<file path="src/rtl/fact_datapath.sv">
// ---------------------------------------------------------------------------
// fact_datapath
//
// Datapath for the iterative factorial engine. The factorial controller
// drives it. It holds the down-counter A, the fixed comparison operand B = 1
// and the running product P. Each accepted step runs one shift-add multiply,
// P <= P * A, taking one clock per multiplier bit. After that, A is
// decremented.
//
// Parameters:
//   N_W  width of operand n and counter A (default 4)
//   P_W  width of product register and result (default 32)
//
// Ports:
//   clk     in   system clock, rising edge
//   rst     in   synchronous active-high reset
//   n       in   factorial operand, sampled only when ld=1
//   ld      in   load: A <= max(n,1), P <= 1, ovf <= 0, aborts any multiply
//   step    in   request one multiply-and-decrement iteration
//   a_ne_b  out  A != 1, combinational from A
//   busy    out  a multiply iteration is in progress
//   ovf     out  sticky overflow flag
//   result  out  current value of P
//
// Optional feature macro: FACT_OVF_SAT_EN
//   When it is defined, P saturates to all-ones once an overflow has been
//   seen. When it is undefined, P keeps the product modulo 2^P_W.
// ---------------------------------------------------------------------------
module fact_datapath #(
    parameter int N_W = 4,
    parameter int P_W = 32
) (
    input  logic           clk,
    input  logic           rst,
    input  logic [N_W-1:0] n,
    input  logic           ld,
    input  logic           step,
    output logic           a_ne_b,
    output logic           busy,
    output logic           ovf,
    output logic [P_W-1:0] result
);

    localparam int M_W = P_W + N_W;
    localparam int C_W = (N_W > 1) ? $clog2(N_W) : 1;
    localparam logic [C_W-1:0] LAST_BIT = C_W'(N_W - 1);

    typedef enum logic [1:0] {
        IDLE,
        MUL,
        UPD
    } state_t;

    state_t         state;
    state_t         next_state;

    logic [N_W-1:0] a;
    logic [P_W-1:0] p;
    logic           ovf_flag;
    logic [M_W-1:0] acc;
    logic [M_W-1:0] mcand;
    logic [N_W-1:0] mplier;
    logic [C_W-1:0] bit_cnt;
    logic           start;
    logic           prod_ovf;

    assign a_ne_b   = (a != N_W'(1));
    assign busy     = (state != IDLE);
    assign ovf      = ovf_flag;
    assign result   = p;
    // A step is taken only from IDLE, only when A != 1, and only when ld is low.
    assign start    = (state == IDLE) && !ld && step && a_ne_b;
    // Any bit of the product above P_W means the result no longer fits.
    assign prod_ovf = |acc[M_W-1:P_W];

    // State register.
    always_ff @(posedge clk) begin
        if (rst) begin
            state <= IDLE;
        end else begin
            state <= next_state;
        end
    end

    // Next-state logic. ld wins over everything and always returns to IDLE,
    // so a multiply in flight is abandoned without touching P or A.
    always_comb begin
        next_state = state;
        if (ld) begin
            next_state = IDLE;
        end else begin
            case (state)
                IDLE:    if (start) next_state = MUL;
                MUL:     if (bit_cnt == LAST_BIT) next_state = UPD;
                UPD:     next_state = IDLE;
                default: next_state = IDLE;
            endcase
        end
    end

    // Datapath registers. The multiply is a plain shift-add: one multiplier
    // bit per clock, with the multiplicand shifting left. A finished product
    // is committed to P only in UPD, so an abort leaves P and A untouched.
    always_ff @(posedge clk) begin
        if (rst) begin
            a        <= N_W'(1);
            p        <= P_W'(1);
            ovf_flag <= 1'b0;
            acc      <= '0;
            mcand    <= '0;
            mplier   <= '0;
            bit_cnt  <= '0;
        end else if (ld) begin
            a        <= (n == '0) ? N_W'(1) : n;
            p        <= P_W'(1);
            ovf_flag <= 1'b0;
        end else begin
            case (state)
                IDLE: begin
                    if (start) begin
                        acc     <= '0;
                        mcand   <= M_W'(p);
                        mplier  <= a;
                        bit_cnt <= '0;
                    end
                end
                MUL: begin
                    if (mplier[0]) begin
                        acc <= acc + mcand;
                    end
                    mcand   <= mcand << 1;
                    mplier  <= mplier >> 1;
                    bit_cnt <= bit_cnt + C_W'(1);
                end
                UPD: begin
                    if (prod_ovf) begin
                        ovf_flag <= 1'b1;
                    end
`ifdef FACT_OVF_SAT_EN
                    p <= (prod_ovf || ovf_flag) ? {P_W{1'b1}} : acc[P_W-1:0];
`else
                    p <= acc[P_W-1:0];
`endif
                    a <= a - N_W'(1);
                end
                default: ;
            endcase
        end
    end

endmodule

</file>
<file path="config.mk">
export PLATFORM = sky130hd
export DESIGN_NAME = fact_datapath
export DESIGN_NICKNAME = d
export VERILOG_FILES = /design/src/rtl/fact_datapath.sv
export SDC_FILE = /design/constraint.sdc
export NUM_CORES = 1
export LEC_CHECK = 0
export ABC_AREA = 1
export CORE_ASPECT_RATIO = 1.4
export CORE_MARGIN = 2
export CORE_UTILIZATION = 38
export DETAILED_ROUTE_END_ITERATION = 10
export MAX_ROUTING_LAYER = met4
export PLACE_DENSITY = 0.55
export SYNTH_ARGS = -nofsm -noshare
export SYNTH_HDL_FRONTEND = slang
export SYNTH_SLANG_ARGS = --single-unit
</file>
<file path="constraint.sdc">
create_clock -name clk -period 2.2 [get_ports clk]
set_clock_uncertainty 0.05 [all_clocks]
set_input_delay 0.66 -clock clk [delete_from_list [all_inputs] [get_ports clk]]
set_output_delay 0.66 -clock clk [all_outputs]
set_load 0.02 [all_outputs]
</file>
Yosys cells after proc, flatten, opt, wreduce, memory -nomap -nowiden
Index checks and enable logic that the tools add are counted.
Storage, ports and cells
  register bits: 117
  input bits: 8
  output and inout port bits: 35
  word-level logic and storage cells: 49
Cells by class
  $add $sub $neg: 3
  eq/ne operators: 7
  multiplexer cells: 15
  bitwise operators: 1
  reduce and logical (&&, ||, !) cells: 15
Operators with widths (number)
  case mux 36 bit (2 select lines): 2
  2-to-1 mux 36 bit: 3
  adder 36 bit: 1
  2-to-1 mux 4 bit: 4
  case mux 2 bit (2 select lines): 2
  case mux 4 bit (2 select lines): 1
  2-to-1 mux 2 bit: 3
  != test 2 bit, second input constant: 3
  nonzero test 2 bit: 3
  == test 2 bit, second input constant: 2
  logical NOT 4 bit: 1
  != test 4 x 1 -> 1 bit, second input constant: 1
  AND reduction 2 bit: 2
  AND reduction 4 bit: 1
  OR reduction 4 bit: 1
  subtractor 4 x 1 -> 4 bit, second input constant: 1
  logical AND 1 bit: 3
  AND reduction 3 bit: 1
  adder 2 x 1 -> 2 bit, second input constant: 1
  == test 2 x 1 -> 1 bit, second input constant: 1
  logical NOT 2 bit: 1
  OR reduction 2 bit: 1
  logical NOT 1 bit: 1
  NOT 1 bit: 1

Depth between registers and ports, before layout
Gate-level depths: netlist (run 1).
  depth after elaboration: 6
  depth in mapped cells: 14
  depth with buffers taken out: 14

Worst setup path after synthesis (run 1)
OpenSTA, ideal clock, no wires.
  kind: register to register
  start: register acc[0]
  end: register acc[16]
  library setup time: 135 ps
  data arrival time: 1811 ps
  data required time: 2015 ps
  setup slack: 204 ps
  stages on the path, launching flop included: 12
  path buffers: 0
  period minus slack after synthesis: 1996 ps
  cells stage by stage: dfxtp_1 > ha_1 > fa_1 > nand3_1 > nand3_1 > nand2_1 > nand2_1 > nand2_1 > nand2_1 > or2_2 > nand3_2 > a21oi_2
Between the ends
  cells in the longest elaborated chain, start to end: 3
Ends and longest elaborated chain
  start, declared: RTL line 60  | logic [M_W-1:0] acc;
  start signal, assigned: RTL line 129  | acc <= acc + mcand;
  adder 36 bit: RTL line 129
  2-to-1 mux 36 bit: RTL line 128  | if (mplier[0]) begin
  case mux 36 bit (2 select lines): RTL line 118  | case (state)
Every way passes these cells. The select of a mux whose other input is x is not followed.
A chain may end at the register's enable or synchronous reset.

Worst setup path in the final report (run 1)
  start: register p[15], in the netlist result[15]
  end: output result[15]
RTL lines
  start, declared: RTL line 58  | logic [P_W-1:0] p;
  start signal, assigned: RTL line 142  | p <= acc[P_W-1:0];
  end, declared: RTL line 41  | output logic [P_W-1:0] result
No word-level cell between the ends.

==> flow_summary.ini, run 1 <==
[status]
status = complete, no violations

[timing]
worst-slew-pin-transition_ns = 0.6827
finalSetupViolCount = 0
final_max_slew_viol_count = 0
min_period_ns = 2.166
rsz0062_at_grt = no
hold_viol_final = 0
holdWs_ns = 0.4029
slew_headroom_pct = 54.42
clock.fmax_ghz = 0.4617
fin_crit_sh_pct = 98.45

[detailed_routing]
dr.pass1.iters = 5
wl_per_cell_um = 16.00
drtAntennaViolNets = 0
dr_total_vias = 7109
routed_wl_mm = 22.40
drtIter0Drc = 409
vias_per_cell = 5.078
drc = 0

[grt]
grt_max_degree = 45
grt_pass1_vias = 6887
grt_pass1_wl_mm = 35.93
busiest_layer = met2
met1_usage_pct = 26.56
grt_util_met2_pct = 44.14
use_met3_pct = 3.715
antenna_found_initial = 0
grt-ovfl-total = 0
grt_usage_pct = 24.48

[synthesis]
synthFlopType = dfxtp_1
synth.top_cells.by_count = nand2_1 (333), nor2_1 (127), dfxtp_1 (117)
synth_top_area_share_pct = 33.58
synth_edf_count = 0
synth.area.top_cells = dfxtp_1 (34%), nand2_1 (18%), nor2_1 (6.8%), ha_1 (6.8%), inv_1 (5.2%)
synth_area_per_cell_um2 = 6.512
synth_nets = 1118
synthesis.area_um2 = 6974
yosysTopAreaCell = dfxtp_1
yosysWarnings = 0
ys_async_sr_fraction_pct = 0
synth-seq-area-share_pct = 33.58
synth.distinct_cells = 36
syn_inst = 1071
synthMostInstantiatedCell = nand2_1
ys_seq_elements = 117

[die]
die-area_um2 = 19470
num_rows = 58
start_util_pct = 38.75
die_w_um = 118.5
io_pins = 43
core_um2 = 18000
die_h_um = 164.3

[clock_tree]
cts_buffers = 17
clock_path_buffers = 2
tritoncts = done
cts.sink_count = 117
htree_levels = 4
clk_pin_slew_ns = 0.07
insertion_delay_ns = 0.43
clk_root_buffer_cell = clkbuf_16

[setup_path]
crit_required_ns = 1.49
end_kind = primary output
startpoint = result[15]
path_max_fanout = 3
crit_chain = clkdlybuf4s50_1
critPathKind = flop to primary output
arrival_ns = 1.46
max_stage_delay_ns = 0.64
path_buf_inv = 1
r2r_start = acc[24]
start_kind = flop
cp_slowest_cell = clkdlybuf4s50_1
worst_path_dominant_cell_family = buffers and inverters

[power_and_ir_drop]
clkPwrFrac_pct = 50.9
finalPower_uw = 5410
comb_power_share_pct = 7.9
netSwitchingFraction_pct = 26.92
seqPwrFrac_pct = 41.2
p_per_area_nw_per_um2 = 627.8
p_leak_uw = 0.003914
p_int_uw = 3953
switching_power_uw = 1457
ir_worst_vdd_mv = 0.5152

[layout]
syn_to_final_growth_pct = 23.56
diodes = 0
multiInputGateArea_um2 = 4116
fill_cells = 1949
final_core_util_pct = 47.88
final_nets = 1194
fin_cells = 1400
seqCellArea_um2 = 2342
drive_gt1_share_pct = 13.45

[place]
dp_hpwl_mm = 17.09
port_buffers = 42
post-place-cells = 1367
gp_congestion = 0.9478

[worst_hold_path]
hold_start = rst
hp-class = input pin to flop

[job]
maxCapViolCount = 0
[path summary, 6_finish.rpt]
| check | endpoint | slack [ns] | cells past startpoint |
|---|---|---|---|
| worst max-delay path | result[15] | 0.03 | 1 |
| worst min register to register | ovf | 0.41 | 2 |
| worst max register to register | acc[33] | 0.11 | 10 |
| worst min-delay path | bit_cnt[1] | 0.40 | 2 |
[sequential cells by signal, indices dropped and copies added, names as in the netlist]
register,flops
acc,36
mcand,36
mplier,4
ovf,1
a,4
state,2
bit_cnt,2
result,32
[layout make-up]
| class | instances | area share (%) |
|---|---|---|
| Inverter | 105 | 4.632 |
| Sequential cell | 117 | 27.18 |
| Clock inverter | 14 | 1.670 |
| Tap cell | 240 | 3.485 |
| Clock buffer | 18 | 5.097 |
| Timing Repair Buffer | 94 | 10.16 |
| Multi-Input combinational cell | 812 | 47.77 |
[placed cells by master, fill, tap and decap left out, types with 6 or more instances in the layout]
| cell | n |
|---|---|
| a21oi_1 | 65 |
| a21oi_2 | 15 |
| a22oi_1 | 7 |
| a31oi_1 | 37 |
| buf_12 | 6 |
| buf_4 | 46 |
| clkbuf_16 | 17 |
| clkdlybuf4s50_1 | 37 |
| dfxtp_1 | 117 |
| ha_1 | 35 |
| inv_1 | 97 |
| inv_2 | 6 |
| nand2_1 | 325 |
| nand2_2 | 8 |
| nand3_1 | 48 |
| nand3_2 | 15 |
| nor2_1 | 123 |
| nor3_1 | 11 |
| o21ai_0 | 72 |
| o21ai_1 | 6 |
| or2_2 | 13 |
[power by group through the flow]
stage / clock network, uW / registers (uW) / logic [uW]
after floorplan: 0 / 2250 / 271
after global placement: 0 / 2280 / 426
after detailed placement: 0 / 2280 / 428
after CTS: 2780 / 2230 / 428
after global routing: 2860 / 2240 / 476
final: 2750 / 2230 / 427
[layer usage]
metal / vias up / routed length (um)
li1: 3654 / -
met1: 3274 / 9166
met2: 130 / 11680
met3: 51 / 658
met4: 0 / 894
met5: - / 0
[per-stage QoR]
step	setup TNS, ns	setup WS, ns	instance area (um^2)
after detailed placement	-5.168	-0.1374	7963
after global routing	0	0.0002043	8617
final	0	0.03402	8617
after CTS	0	0.01028	8559
after global placement	-2.570	-0.09206	7963
after floorplan	0	0.2045	6974
[worst reg2reg max path, stage by stage (launching register included)]
cell     delay (ns)
dfxtp_1        0.33
ha_1           0.39
nand2_1        0.13
nor2_1         0.16
inv_1          0.08
o21ai_0        0.32
a21oi_1        0.19
nand2_1        0.11
nand2_1        0.05
nand3_1        0.08
a21oi_1        0.07
[cell families (layout without fill, tap and decap cells)]
| logic type | count (synthesis) | in the layout | share of synthesized area (%) |
|---|---|---|---|
| simple gates | 557 | 557 | 33.28 |
| compound gates | 211 | 211 | 16.95 |
| buf+inv | 142 | 231 | 8.450 |
| flops | 117 | 117 | 33.58 |
| fa+ha+maj | 39 | 39 | 7.104 |
| xor+xnor | 5 | 5 | 0.6279 |
[repair_timing]
item                                    in CTS  in global routing
hold buffers                                 0                  0
hold endpoints to repair                     0                  0
pin swaps                                    0                  0
buffers inserted                             1                  0
resized for setup                            7                 23
endpoints found under the setup margin       8                 25
No activity file was read; power rests on OpenSTA's default activity.
==> run 2: changes to the inputs <==
HOLD_SLACK_MARGIN = 0.15   (was not set)
clock period = 2.4 ns   (was 2.2 ns; I/O delays follow)
==> run 2 against run 1 <==
Against the previous run:
- hold slack improved by 0.012 ns
- clock-buffer cell count did not move
- power fell by 9.3%
- combinational power fell by 11%
- setup slack improved by 0.068 ns
- clock power fell by 9.8%
- via count fell by 0.55%
- largest power group unchanged
==> flow_summary.ini, run 2 (synthesis gave the netlist of run 1 again) <==
[worst_hold_path]
hp-class = flop to flop
holdPathStages = 2

[grt]
grt_max_degree = 46
grt-ovfl-total = 0
antenna_found_initial = 0
grt_pass1_vias = 6904
grt_usage_pct = 24.31
grt_pass1_wl_mm = 35.72

[detailed_routing]
routed_wl_mm = 22.51
vias_per_cell = 5.112
dr_total_vias = 7070
dr.pass1.iters = 6
drtAntennaViolNets = 0
wl_per_cell_um = 16.28
drtIter0Drc = 344
drc = 0

[clock_tree]
htree_levels = 4
cts-hold-fix-buffers = 0
insertion_delay_ns = 0.42
cts_buffers = 17
cts_setup_buffers = 0
clk_pin_slew_ns = 0.06
clk_root_buffer_cell = clkbuf_16
clock_path_buffers = 2
cts.sink_count = 117
tritoncts = done

[timing]
holdWs_ns = 0.4146
clock.fmax_ghz = 0.4351
worst-slew-pin-transition_ns = 0.7242
fin_crit_sh_pct = 95.76
hold_viol_final = 0
slew_headroom_pct = 51.67
final_max_slew_viol_count = 0
finalSetupViolCount = 0
rsz0062_at_grt = no
tns_ns = 0
layout_setup_ws_ns = 0.1017
min_period_ns = 2.298

[setup_path]
endpoint = result[31]
start_kind = flop
startpoint = result[31]
path_max_fanout = 3
arrival_ns = 1.53
crit_required_ns = 1.63
worst_path_dominant_cell_family = buffers and inverters
r2r_slack_ns = 0.14
path_buf_inv = 1
r2r_cells = 11
r2r_start = acc[7]
path_depth = 1
crit_chain = clkdlybuf4s50_1
end_kind = primary output
regToRegEndpoint = acc[33]
critPathKind = flop to primary output
max_stage_delay_ns = 0.66
cp_slowest_cell = clkdlybuf4s50_1

[die]
die_h_um = 164.3
die-area_um2 = 19470
start_util_pct = 38.75
die_w_um = 118.5
io_pins = 43
num_rows = 58
core_um2 = 18000

[place]
port_buffers = 42
place_ws_ns = 0.04975
dp_hpwl_mm = 16.85
gp_congestion = 0.9748

[power_and_ir_drop]
p_leak_uw = 0.003788
ir_worst_vdd_mv = 0.4575
p_per_area_nw_per_um2 = 582.4

[layout]
diodes = 0
final_core_util_pct = 46.84
final_cell_mix = nand2_1 (333), nor2_1 (125), dfxtp_1 (117), inv_1 (97), o21ai_0 (72)
layout_commonest_cell = nand2_1
final_nets = 1177
drive_gt1_share_pct = 10.15
syn_to_final_growth_pct = 20.86

[status]
status = complete, no violations

[job]
maxCapViolCount = 0
==> run 2: cell types whose count changed in the layout (fill, tap and decap cells not counted), sizes merged <==
cell           previous run  this run
inv                     108       110
dlygate4sd2               2         1
buf                      54        36
dlymetal6s2s              1         0
clkdlybuf4s50            37        40
clkinvlp                  3         4
clkinv                    7         4
==> run 2: metrics by stage <==
stage	instances	power, uW	area (um^2)
final	1383	4909	8429
after CTS	1383	4940	8424
after detailed placement	1351	2465	7855
after global placement	1351	2461	7855
after global routing	1383	5078	8429
after floorplan	1071	2313	6974
==> run 2: final cells by class <==
class | count | area (um^2)
Fill cell | 1954 | 9568
Multi-Input combinational cell | 812 | 4053
Sequential cell | 117 | 2342
Timing Repair Buffer | 77 | 764.5
Clock buffer | 18 | 429.2
Inverter | 105 | 399.1
Tap cell | 240 | 300.3
Clock inverter | 14 | 141.4
==> run 2: worst min-delay path by stage <==
stage | start | end | slack [ns]
floorplan | bit_cnt[0] | bit_cnt[0] | 0.39
global placement | ovf | ovf | 0.39
detailed placement | ovf | ovf | 0.40
CTS | ovf | ovf | 0.41
global route | ovf | ovf | 0.44
finish | ovf | ovf | 0.41
==> run 2: what timing repair did <==
item / in CTS / in global routing
gates cloned: 0 / 0
gates resized for setup: 1 / 1
endpoints found under the hold margin: 0 / 0
setup endpoints to repair: 1 / 5
==> run 2: power breakdown <==
| group | total (uW) | switching [uW] | internal, uW |
|---|---|---|---|
| clock network | 2480 | 1030 | 1450 |
| logic | 382 | 240 | 142 |
| registers | 2040 | 48.8 | 1990 |
| total | 4910 | 1320 | 3590 |
==> run 2: metal layers <==
layer	vias to the layer above	wire [um]	global-route usage [%]	share of wire, %
met3	32	671	3.993	3.0
met2	136	11660	44.22	52
met1	3277	9424	26.45	42
met5	-	0	-	0
li1	3625	-	-	-
met4	0	756	9.578	3.4
==> run 3: changes to the inputs <==
CTS_BUF_LIST = sky130_fd_sc_hd__clkbuf_8   (was not set)
CTS_CLUSTER_SIZE = 16   (was not set)
==> run 3 against run 2 <==
Against the previous run:
- critical path depth unchanged
- register-to-register slack got worse by 0.04 ns
- non-clock buffer count is the same
- sequential share of layout area grew 0.64 points
- setup slack lost 0.033 ns
- global-route usage did not move
- largest power group is now registers
==> flow_summary.ini, run 3 (synthesis gave the netlist of run 1 again) <==
[grt]
antenna_found_initial = 0
grt-ovfl-total = 0
grt_usage_pct = 24.31
grt_pass1_vias = 6849
grt_max_degree = 46
grt_pass1_wl_mm = 35.68

[power_and_ir_drop]
p_per_area_nw_per_um2 = 511.4
ir_worst_vdd_mv = 0.2923
p_leak_uw = 0.003723

[detailed_routing]
drc = 0
drtIter0Drc = 322
dr_total_vias = 7064
dr.pass1.iters = 5
vias_per_cell = 5.108
wl_per_cell_um = 16.19
drtAntennaViolNets = 0
routed_wl_mm = 22.40

[status]
status = complete, no violations

[clock_tree]
clock_path_buffers = 2
cts_setup_buffers = 0
clk_root_buffer_cell = clkbuf_8
cts_resized = 1
insertion_delay_ns = 0.47
cts-hold-fix-buffers = 0
cts_buffers = 17
cts.sink_count = 117
clk_pin_slew_ns = 0.08
tritoncts = done
htree_levels = 4

[timing]
layout_setup_ws_ns = 0.06908
rsz0062_at_grt = no
clock.fmax_ghz = 0.4290
slew_headroom_pct = 50.75
min_period_ns = 2.331
finalSetupViolCount = 0
hold_viol_final = 0
final_max_slew_viol_count = 0
fin_crit_sh_pct = 97.12
worst-slew-pin-transition_ns = 0.7379
tns_ns = 0

[setup_path]
crit_chain = clkdlybuf4s50_1
crit_required_ns = 1.63
start_kind = flop
max_stage_delay_ns = 0.65
critPathKind = flop to primary output
path_max_fanout = 3
arrival_ns = 1.56
path_buf_inv = 1
cp_slowest_cell = clkdlybuf4s50_1
worst_path_dominant_cell_family = buffers and inverters
end_kind = primary output

[die]
num_rows = 58
die_h_um = 164.3
die_w_um = 118.5
io_pins = 43
die-area_um2 = 19470
core_um2 = 18000
start_util_pct = 38.75

[place]
dp_hpwl_mm = 16.85
port_buffers = 42
gp_congestion = 0.9748
place_ws_ns = 0.04975

[layout]
syn_to_final_growth_pct = 18.16
final_nets = 1177
layout_commonest_cell = nand2_1
final_cell_mix = nand2_1 (333), nor2_1 (125), dfxtp_1 (117), inv_1 (98), o21ai_0 (72)
drive_gt1_share_pct = 10.15
diodes = 0

[worst_hold_path]
hp-class = flop to flop

[job]
maxCapViolCount = 0
run 3: changes by cell type in the layout (fill, tap and decap cells not counted):
cell             delta
clkdlybuf4s50_1     -1
inv_1               +1
clkbuf_16          -17
dlymetal6s2s_1      +1
clkbuf_1            -1
clkbuf_8           +17
run 3: report_power, final:
group          switching, uW  internal [uW]
combinational            238            142
clock                    955            840
sequential              48.4           1990
total                   1240           2970
run 3: metal layers:
layer	part of all wire (%)	vias to the layer above	global-route usage (%)
li1	-	3622	-
met1	42	3294	26.41
met2	52	115	44.96
met3	2.7	33	2.986
met4	2.6	0	9.740
met5	0	-	-
run 3: final cells by class:
cell class,instances,area (um^2)
clock buffer,17,234.0
clock inverter,15,145.1
fill,1958,9757
inverter,105,399.1
multi-input combinational,812,4053
sequential,117,2342
tap,240,300.3
timing repair buffer,77,767.0
run 3: stage by stage:
| stage | power (uW) | cell area [um^2] | hold slack, ns | instances | util, % |
|---|---|---|---|---|---|
| CTS | 4248 | 8233 | 0.4176 | 1383 | 45.75 |
| global placement | 2461 | 7855 | 0.3929 | 1351 | 43.65 |
| detailed placement | 2465 | 7855 | 0.4043 | 1351 | 43.65 |
| global route | 4380 | 8240 | 0.4403 | 1383 | 45.79 |
| floorplan | 2313 | 6974 | 0.3934 | 1071 | - |
| finish | 4214 | 8240 | 0.4161 | 1383 | 45.79 |
run 3: worst paths after layout:
kind / from / end / slack, ns / depth (start not counted)
max: result[31] / result[31] / 0.07 / 1
min: ovf / ovf / 0.42 / 2
max reg2reg: acc[7] / acc[33] / 0.10 / 11
min reg2reg: ovf / ovf / 0.42 / 2
